**config.mk**
```make
export PLATFORM = sky130hd
export DESIGN_NAME = sprite_attr_bank
export DESIGN_NICKNAME = d
export VERILOG_FILES = /design/src/rtl/sprite_bank_pkg.sv /design/src/rtl/sprite_attr_bank_entry.sv /design/src/rtl/sprite_attr_bank.sv
export SDC_FILE = /design/constraint.sdc
export NUM_CORES = 1
export LEC_CHECK = 0
export CORE_MARGIN = 3
export CORE_UTILIZATION = 32
export DETAILED_ROUTE_END_ITERATION = 10
export SLEW_MARGIN = 20
export SYNTH_ARGS = -nofsm -noshare
export SYNTH_HDL_FRONTEND = slang
export SYNTH_SLANG_ARGS = --single-unit
```
**constraint.sdc**
```tcl
create_clock -name clk_clk -period 1.8 [get_ports clk_clk]
set_input_delay 0.27 -clock clk_clk [delete_from_list [all_inputs] [get_ports clk_clk]]
set_output_delay 0.27 -clock clk_clk [all_outputs]
set_load 0.05 [all_outputs]
```
**src/rtl/sprite_bank_pkg.sv**
```systemverilog
// Shared constants and types for the sprite attribute bank.
// Register map, CTRL/STATUS bit positions and the widest per-sprite record.
package sprite_bank_pkg;

  localparam int unsigned ADDR_CTRL     = 0;
  localparam int unsigned ADDR_STATUS   = 1;
  localparam int unsigned ADDR_FCOUNT   = 2;
  localparam int unsigned ADDR_SPR_BASE = 4;

  localparam int unsigned CTRL_AUTO_BIT   = 0;
  localparam int unsigned CTRL_COMMIT_BIT = 1;
  localparam int unsigned CTRL_IRQEN_BIT  = 2;

  localparam int unsigned STAT_PEND_BIT = 0;
  localparam int unsigned STAT_IRQ_BIT  = 1;

  // Fields sized for the largest legal COORD_W/FLAG_W; narrower builds zero-extend.
  typedef struct packed {
    logic [15:0] x;
    logic [15:0] y;
    logic        en;
    logic [14:0] flags;
  } sprite_attr_t;

  function automatic int unsigned pos_addr(input int unsigned idx);
    return ADDR_SPR_BASE + 2 * idx;
  endfunction

  function automatic int unsigned attr_addr(input int unsigned idx);
    return ADDR_SPR_BASE + 2 * idx + 1;
  endfunction

endpackage

```
**src/rtl/sprite_attr_bank_entry.sv**
```systemverilog
// One sprite: CPU-visible shadow registers plus the active copy that the
// compositor sees. Commit copies the shadow as it stood before this edge.
module sprite_entry
  import sprite_bank_pkg::*;
#(
  parameter int unsigned COORD_W = 10,
  parameter int unsigned FLAG_W  = 4
) (
  input  logic               clk_i,
  input  logic               rst_ni,
  input  logic               wr_pos_i,
  input  logic               wr_attr_i,
  input  logic               commit_i,
  input  logic [COORD_W-1:0] x_i,
  input  logic [COORD_W-1:0] y_i,
  input  logic               en_i,
  input  logic [FLAG_W-1:0]  flags_i,
  output sprite_attr_t       shadow_o,
  output logic [COORD_W-1:0] x_o,
  output logic [COORD_W-1:0] y_o,
  output logic               en_o,
  output logic [FLAG_W-1:0]  flags_o
);

  logic [COORD_W-1:0] sh_x_q, sh_y_q, act_x_q, act_y_q;
  logic               sh_en_q, act_en_q;
  logic [FLAG_W-1:0]  sh_flags_q, act_flags_q;

  // Shadow registers: loaded by bus writes only.
  always_ff @(posedge clk_i or negedge rst_ni) begin
    if (!rst_ni) begin
      sh_x_q     <= '0;
      sh_y_q     <= '0;
      sh_en_q    <= 1'b0;
      sh_flags_q <= '0;
    end else begin
      if (wr_pos_i) begin
        sh_x_q <= x_i;
        sh_y_q <= y_i;
      end
      if (wr_attr_i) begin
        sh_en_q    <= en_i;
        sh_flags_q <= flags_i;
      end
    end
  end

  // Active registers: take the whole shadow at once on commit.
  always_ff @(posedge clk_i or negedge rst_ni) begin
    if (!rst_ni) begin
      act_x_q     <= '0;
      act_y_q     <= '0;
      act_en_q    <= 1'b0;
      act_flags_q <= '0;
    end else if (commit_i) begin
      act_x_q     <= sh_x_q;
      act_y_q     <= sh_y_q;
      act_en_q    <= sh_en_q;
      act_flags_q <= sh_flags_q;
    end
  end

  // Zero-extended shadow view for bus readback.
  always_comb begin
    shadow_o                    = '0;
    shadow_o.x[COORD_W-1:0]     = sh_x_q;
    shadow_o.y[COORD_W-1:0]     = sh_y_q;
    shadow_o.en                 = sh_en_q;
    shadow_o.flags[FLAG_W-1:0]  = sh_flags_q;
  end

  assign x_o     = act_x_q;
  assign y_o     = act_y_q;
  assign en_o    = act_en_q;
  assign flags_o = act_flags_q;

endmodule

```
**src/rtl/sprite_attr_bank.sv**
```systemverilog
// Avalon-MM sprite attribute bank: shadow registers committed atomically to
// the compositor outputs at a vblank rising edge or on CPU request.
// Optional: define SPRITE_BANK_IRQ_EN for the irq output and CTRL.irq_enable.
module sprite_attr_bank
  import sprite_bank_pkg::*;
#(
  parameter int unsigned NUM_SPRITES = 8,
  parameter int unsigned COORD_W     = 10,
  parameter int unsigned FLAG_W      = 4,
  parameter int unsigned ADDR_W      = $clog2(4 + 2 * NUM_SPRITES)
) (
  input  logic                           clk_clk,
  input  logic                           reset_reset_n,
  input  logic [ADDR_W-1:0]              avs_address,
  input  logic                           avs_write,
  input  logic [31:0]                    avs_writedata,
  input  logic                           avs_read,
  output logic [31:0]                    avs_readdata,
  output logic                           avs_readdatavalid,
  input  logic                           frame_sync_in,
  output logic [NUM_SPRITES*COORD_W-1:0] sprite_x_export,
  output logic [NUM_SPRITES*COORD_W-1:0] sprite_y_export,
  output logic [NUM_SPRITES-1:0]         sprite_en_export,
  output logic [NUM_SPRITES*FLAG_W-1:0]  sprite_flags_export,
  output logic [15:0]                    frame_count_export
`ifdef SPRITE_BANK_IRQ_EN
  ,
  output logic                           irq
`endif
);

  logic [31:0] addr_w;
  logic        ctrl_wr, status_wr, commit_now, fs_rise, commit, spr_wr_any;
  logic [NUM_SPRITES-1:0] wr_pos, wr_attr;
  sprite_attr_t shadow [NUM_SPRITES];

  logic        fs_q;
  logic        auto_commit_q, auto_commit_d;
  logic        pending_q, pending_d;
  logic        irq_flag_q, irq_flag_d;
  logic [15:0] frame_count_q, frame_count_d;
  logic [31:0] readdata_q, readdata_d, rd_mux;
  logic        rvalid_q, rvalid_d;
  logic        irq_en;
  logic        unused_wdata;

  assign unused_wdata = ^avs_writedata;

  assign addr_w     = 32'(avs_address);
  assign ctrl_wr    = avs_write && (addr_w == ADDR_CTRL);
  assign status_wr  = avs_write && (addr_w == ADDR_STATUS);
  assign commit_now = ctrl_wr && avs_writedata[CTRL_COMMIT_BIT];
  assign fs_rise    = frame_sync_in & ~fs_q;
  assign commit     = (fs_rise & auto_commit_q & pending_q) | commit_now;
  assign spr_wr_any = (|wr_pos) | (|wr_attr);

  for (genvar g = 0; g < NUM_SPRITES; g++) begin : g_spr
    assign wr_pos[g]  = avs_write && (addr_w == pos_addr(g));
    assign wr_attr[g] = avs_write && (addr_w == attr_addr(g));

    sprite_entry #(
      .COORD_W (COORD_W),
      .FLAG_W  (FLAG_W)
    ) u_entry (
      .clk_i     (clk_clk),
      .rst_ni    (reset_reset_n),
      .wr_pos_i  (wr_pos[g]),
      .wr_attr_i (wr_attr[g]),
      .commit_i  (commit),
      .x_i       (avs_writedata[COORD_W-1:0]),
      .y_i       (avs_writedata[16 +: COORD_W]),
      .en_i      (avs_writedata[0]),
      .flags_i   (avs_writedata[1 +: FLAG_W]),
      .shadow_o  (shadow[g]),
      .x_o       (sprite_x_export[g*COORD_W +: COORD_W]),
      .y_o       (sprite_y_export[g*COORD_W +: COORD_W]),
      .en_o      (sprite_en_export[g]),
      .flags_o   (sprite_flags_export[g*FLAG_W +: FLAG_W])
    );
  end

`ifdef SPRITE_BANK_IRQ_EN
  logic irq_en_q, irq_en_d;

  // irq_enable control bit.
  always_comb begin
    irq_en_d = irq_en_q;
    if (ctrl_wr) irq_en_d = avs_writedata[CTRL_IRQEN_BIT];
  end

  // irq_enable register.
  always_ff @(posedge clk_clk or negedge reset_reset_n) begin
    if (!reset_reset_n) irq_en_q <= 1'b0;
    else                irq_en_q <= irq_en_d;
  end

  assign irq_en = irq_en_q;
  assign irq    = irq_flag_q & irq_en_q;
`else
  assign irq_en = 1'b0;
`endif

  // Readback mux over control registers and sprite shadows.
  always_comb begin
    rd_mux = '0;
    if (addr_w == ADDR_CTRL) begin
      rd_mux[CTRL_AUTO_BIT]  = auto_commit_q;
      rd_mux[CTRL_IRQEN_BIT] = irq_en;
    end else if (addr_w == ADDR_STATUS) begin
      rd_mux[STAT_PEND_BIT] = pending_q;
      rd_mux[STAT_IRQ_BIT]  = irq_flag_q;
    end else if (addr_w == ADDR_FCOUNT) begin
      rd_mux[15:0] = frame_count_q;
    end
    for (int unsigned i = 0; i < NUM_SPRITES; i++) begin
      if (addr_w == pos_addr(i))  rd_mux = {shadow[i].y, shadow[i].x};
      if (addr_w == attr_addr(i)) rd_mux = {16'h0000, shadow[i].flags, shadow[i].en};
    end
  end

  // Control/status next state. Later assignments win: a sprite write keeps
  // pending set across a commit, and a commit beats a same-cycle irq clear.
  always_comb begin
    auto_commit_d = auto_commit_q;
    if (ctrl_wr) auto_commit_d = avs_writedata[CTRL_AUTO_BIT];

    pending_d = pending_q;
    if (commit)     pending_d = 1'b0;
    if (spr_wr_any) pending_d = 1'b1;

    irq_flag_d = irq_flag_q;
    if (status_wr && avs_writedata[STAT_IRQ_BIT]) irq_flag_d = 1'b0;
    if (commit)                                   irq_flag_d = 1'b1;

    frame_count_d = commit ? frame_count_q + 16'd1 : frame_count_q;

    rvalid_d   = avs_read;
    readdata_d = avs_read ? rd_mux : readdata_q;
  end

  // Control, status and read-response registers.
  always_ff @(posedge clk_clk or negedge reset_reset_n) begin
    if (!reset_reset_n) begin
      fs_q          <= 1'b0;
      auto_commit_q <= 1'b1;
      pending_q     <= 1'b0;
      irq_flag_q    <= 1'b0;
      frame_count_q <= '0;
      readdata_q    <= '0;
      rvalid_q      <= 1'b0;
    end else begin
      fs_q          <= frame_sync_in;
      auto_commit_q <= auto_commit_d;
      pending_q     <= pending_d;
      irq_flag_q    <= irq_flag_d;
      frame_count_q <= frame_count_d;
      readdata_q    <= readdata_d;
      rvalid_q      <= rvalid_d;
    end
  end

  assign avs_readdata       = readdata_q;
  assign avs_readdatavalid  = rvalid_q;
  assign frame_count_export = frame_count_q;

endmodule

```
==> out/results.ini <==
[critical_path]
crit_type=reg -> reg
crit_arrival_ns=2.29
crit_buf_inv=4
max_stage_delay_ns=0.54
cp_cell_sequence=nand4b_1 -> o31ai_4 -> buf_12 -> buf_12 -> buf_12 -> clkbuf_16 -> mux2_4
worstSetupStartpointType=flop
crit_slowest_cell=dfstp_2
critPathMaxFanout=6
cpLargestDelayFamily=buffers and inverters
crit_path_end_kind=flop
worst_path_most_repeated_cell=buf_12
required_ns=2.26

[worst_hold_path]
hold_class=in -> reg

[clocking]
numCtsBuffers=50
cts_tree=built
cts.clk_slew.worst_paths_ns=0.06
cts_buffer_depth=3
root_buffer=clkbuf_16
htree_levels=2
clock_latency_ns=0.60
cts.sinks=447

[finish]
fin_cells=2572
most-common-layout-cells=444 x dfrtp_1, 374 x buf_4, 311 x mux2_2, 94 x mux2_4, 57 x clkbuf_16
fin_util_pct=45.2
multi_input_area_um2=7360
post_route_cells_drive_above_1_share_pct=52.9
area_delta_synth_final_pct=38.5
final_area_um2=25700
final_common_cell=dfrtp_1
fillCellCount=5145
final_net_count=1818
regArea_um2=11200

[synth]
synth_seq_area_share_pct=60.2
synthFlopType=dfrtp_1
synthDistinctLibCells=65
netlist_instances=1331
synth-seq-cells=447
synth_edf_count=0
netlist_area_um2=18600
ys_warn_count=0
avgSynthCellArea_um2=14.0
async_flop_share_pct=100

[grt]
met2_usage_pct=35.2
met1_usage_pct=26.5
grtUsageTotal_pct=20.8
grt_max_degree=62
grt_pass1_vias=13897
grt_pass1_wl_mm=94.1
grt_antenna_before_repair=4
grt_remaining_overflow=0
top_usage_layer=met2
grt_use_met3_pct=4.72

[route]
first_pass_iters=5
routed_wl_mm=64.1
wire_per_inst_um=24.9
initialDrtViolationCount=681
remaining_drc_errors=0
ant_nets=0
viasPerCell=5.10
dr_total_vias=13127

[placement]
place_hpwl_mm=45.4
gp_congestion=0.863
place_area_um2=23500
dp_cells=2456
dpl_worst_slack_ns=-0.899
port-buffer-count=272

[timing]
finalClockSkew_ns=0.0170
min_period_ns=1.82
hold_viol=0
rsz0062_at_grt=true
report.final.slew_viol_count=0
period_share_pct=101
setup_ws_ns=-0.0231
max_freq_ghz=0.549
final-setup-viol-count=28
timing.slew.headroom_pct=66.1
worstMarginPinSlew_ns=0.511

[die]
initial_core_util_pct=32.7
rows=87
dieArea_um2=61000
die_width_um=247
io_pins=291
dieHeight_um=247
coreArea_um2=56900

[pwr]
p_leak_uw=0.0122
vdd_drop_max_mv=1.20
pwr_density_cell_nw_per_um2=1570

[outcome]
status=finished, violations left
violations=setup timing

[flow_run]
cap_violations=0

==> path summary, 6_finish.rpt <==
kind | endpoint | slack, ns | cells after the start | startpoint
setup / recovery | g_spr[5].u_entry.y_o[5] | -0.02 | 7 | auto_commit_q
hold / removal | avs_readdatavalid | 0.12 | 2 | avs_read
setup reg to reg | g_spr[5].u_entry.y_o[5] | -0.02 | 7 | auto_commit_q
hold reg to reg | frame_count_export[6] | 0.50 | 1 | frame_count_export[6]
max in group asynchronous | g_spr[0].u_entry.x_o[7] | 0.83 | 4 | reset_reset_n
min in group asynchronous | g_spr[5].u_entry.en_o | 0.16 | 2 | reset_reset_n
==> synthesized netlist by cell type, drive strengths merged (3+ instances only) <==
cell type,number,area share (%)
o211ai,3,0.12
xnor2,10,0.47
and4,3,0.14
a22o,10,0.47
a31oi,4,0.13
a32oi,3,0.14
and2,3,0.10
a222oi,6,0.32
nor3,8,0.32
clkbuf,49,0.99
nand2b,8,0.27
a21oi,23,0.62
and3,7,0.24
o21ai,34,0.92
nand4,4,0.13
mux2,405,25
inv,11,0.22
a211oi,3,0.12
nand3,21,0.57
nand2,50,1.0
xor2,5,0.24
o22ai,7,0.24
nor3b,3,0.12
nor2b,8,0.27
a221oi,17,0.80
a22oi,34,1.4
a41oi,12,0.57
nor2,42,0.92
buf,50,1.5
o221ai,4,0.19
dfrtp,446,60
==> timing repair <==
action,in CTS,in global routing
pin swaps,5,1
endpoints found under the setup margin,382,160
gates cloned,6,7
resized for setup,63,41
hold buffers,1,0
hold endpoints to repair,160,0
buffers inserted,10,1
==> power by group <==
group | switching, uW | internal (uW)
registers | 2310 | 12800
logic | 9500 | 5580
clock network | 4190 | 6040
==> registers in the layout, indices dropped and copies added (netlist names) <==
register,cells
g_spr.u_entry.x_o,80
g_spr.u_entry.flags_o,32
frame_count_export,16
g_spr.u_entry.sh_flags_q,32
avs_readdata,26
fs_q,1
g_spr.u_entry.en_o,8
g_spr.u_entry.sh_y_q,80
auto_commit_q,1
g_spr.u_entry.sh_en_q,8
avs_readdatavalid,1
pending_q,1
irq_flag_q,1
g_spr.u_entry.y_o,80
g_spr.u_entry.sh_x_q,80
==> layer usage <==
| layer | wire length, um | part of all wire (%) |
|---|---|---|
| met5 | 38 | 0.059 |
| met4 | 1780 | 2.8 |
| met3 | 4090 | 6.4 |
| met2 | 31500 | 49 |
| met1 | 26700 | 42 |
==> metrics by stage <==
stage | setup TNS (ns) | power, uW | hold slack, ns
floorplan | -11.98 | 24500 | -0.0256
global placement | -329.69 | 30000 | 0.218
detailed placement | -320.76 | 30100 | 0.216
CTS | -0.719 | 40700 | 0.0932
global route | -1.69 | 42100 | 0.125
finish | -0.276 | 40400 | 0.123
==> layout make-up <==
type / instances / share of cell area, %
antenna: 3 / 0.0292
clock buffer: 73 / 5.67
clock inverter: 17 / 0.690
inverter: 12 / 0.175
multi-input combinational: 778 / 28.6
sequential: 447 / 43.5
tap: 756 / 3.67
timing repair buffer: 486 / 17.7
==> cell families (layout without fill, tap and decap cells) <==
logic type / count (synthesis) / in the layout / share of synthesized area (%)
flops: 447 / 447 / 60.2
mux: 407 / 407 / 24.6
compound gates: 179 / 179 / 6.99
simple gates: 170 / 170 / 4.64
buf+inv: 111 / 588 / 2.77
xor+xnor: 15 / 15 / 0.707
fa+ha+maj: 1 / 1 / 0.0673
other cells: 1 / 9 / 0.0202
No activity file was read; power rests on OpenSTA's default activity.
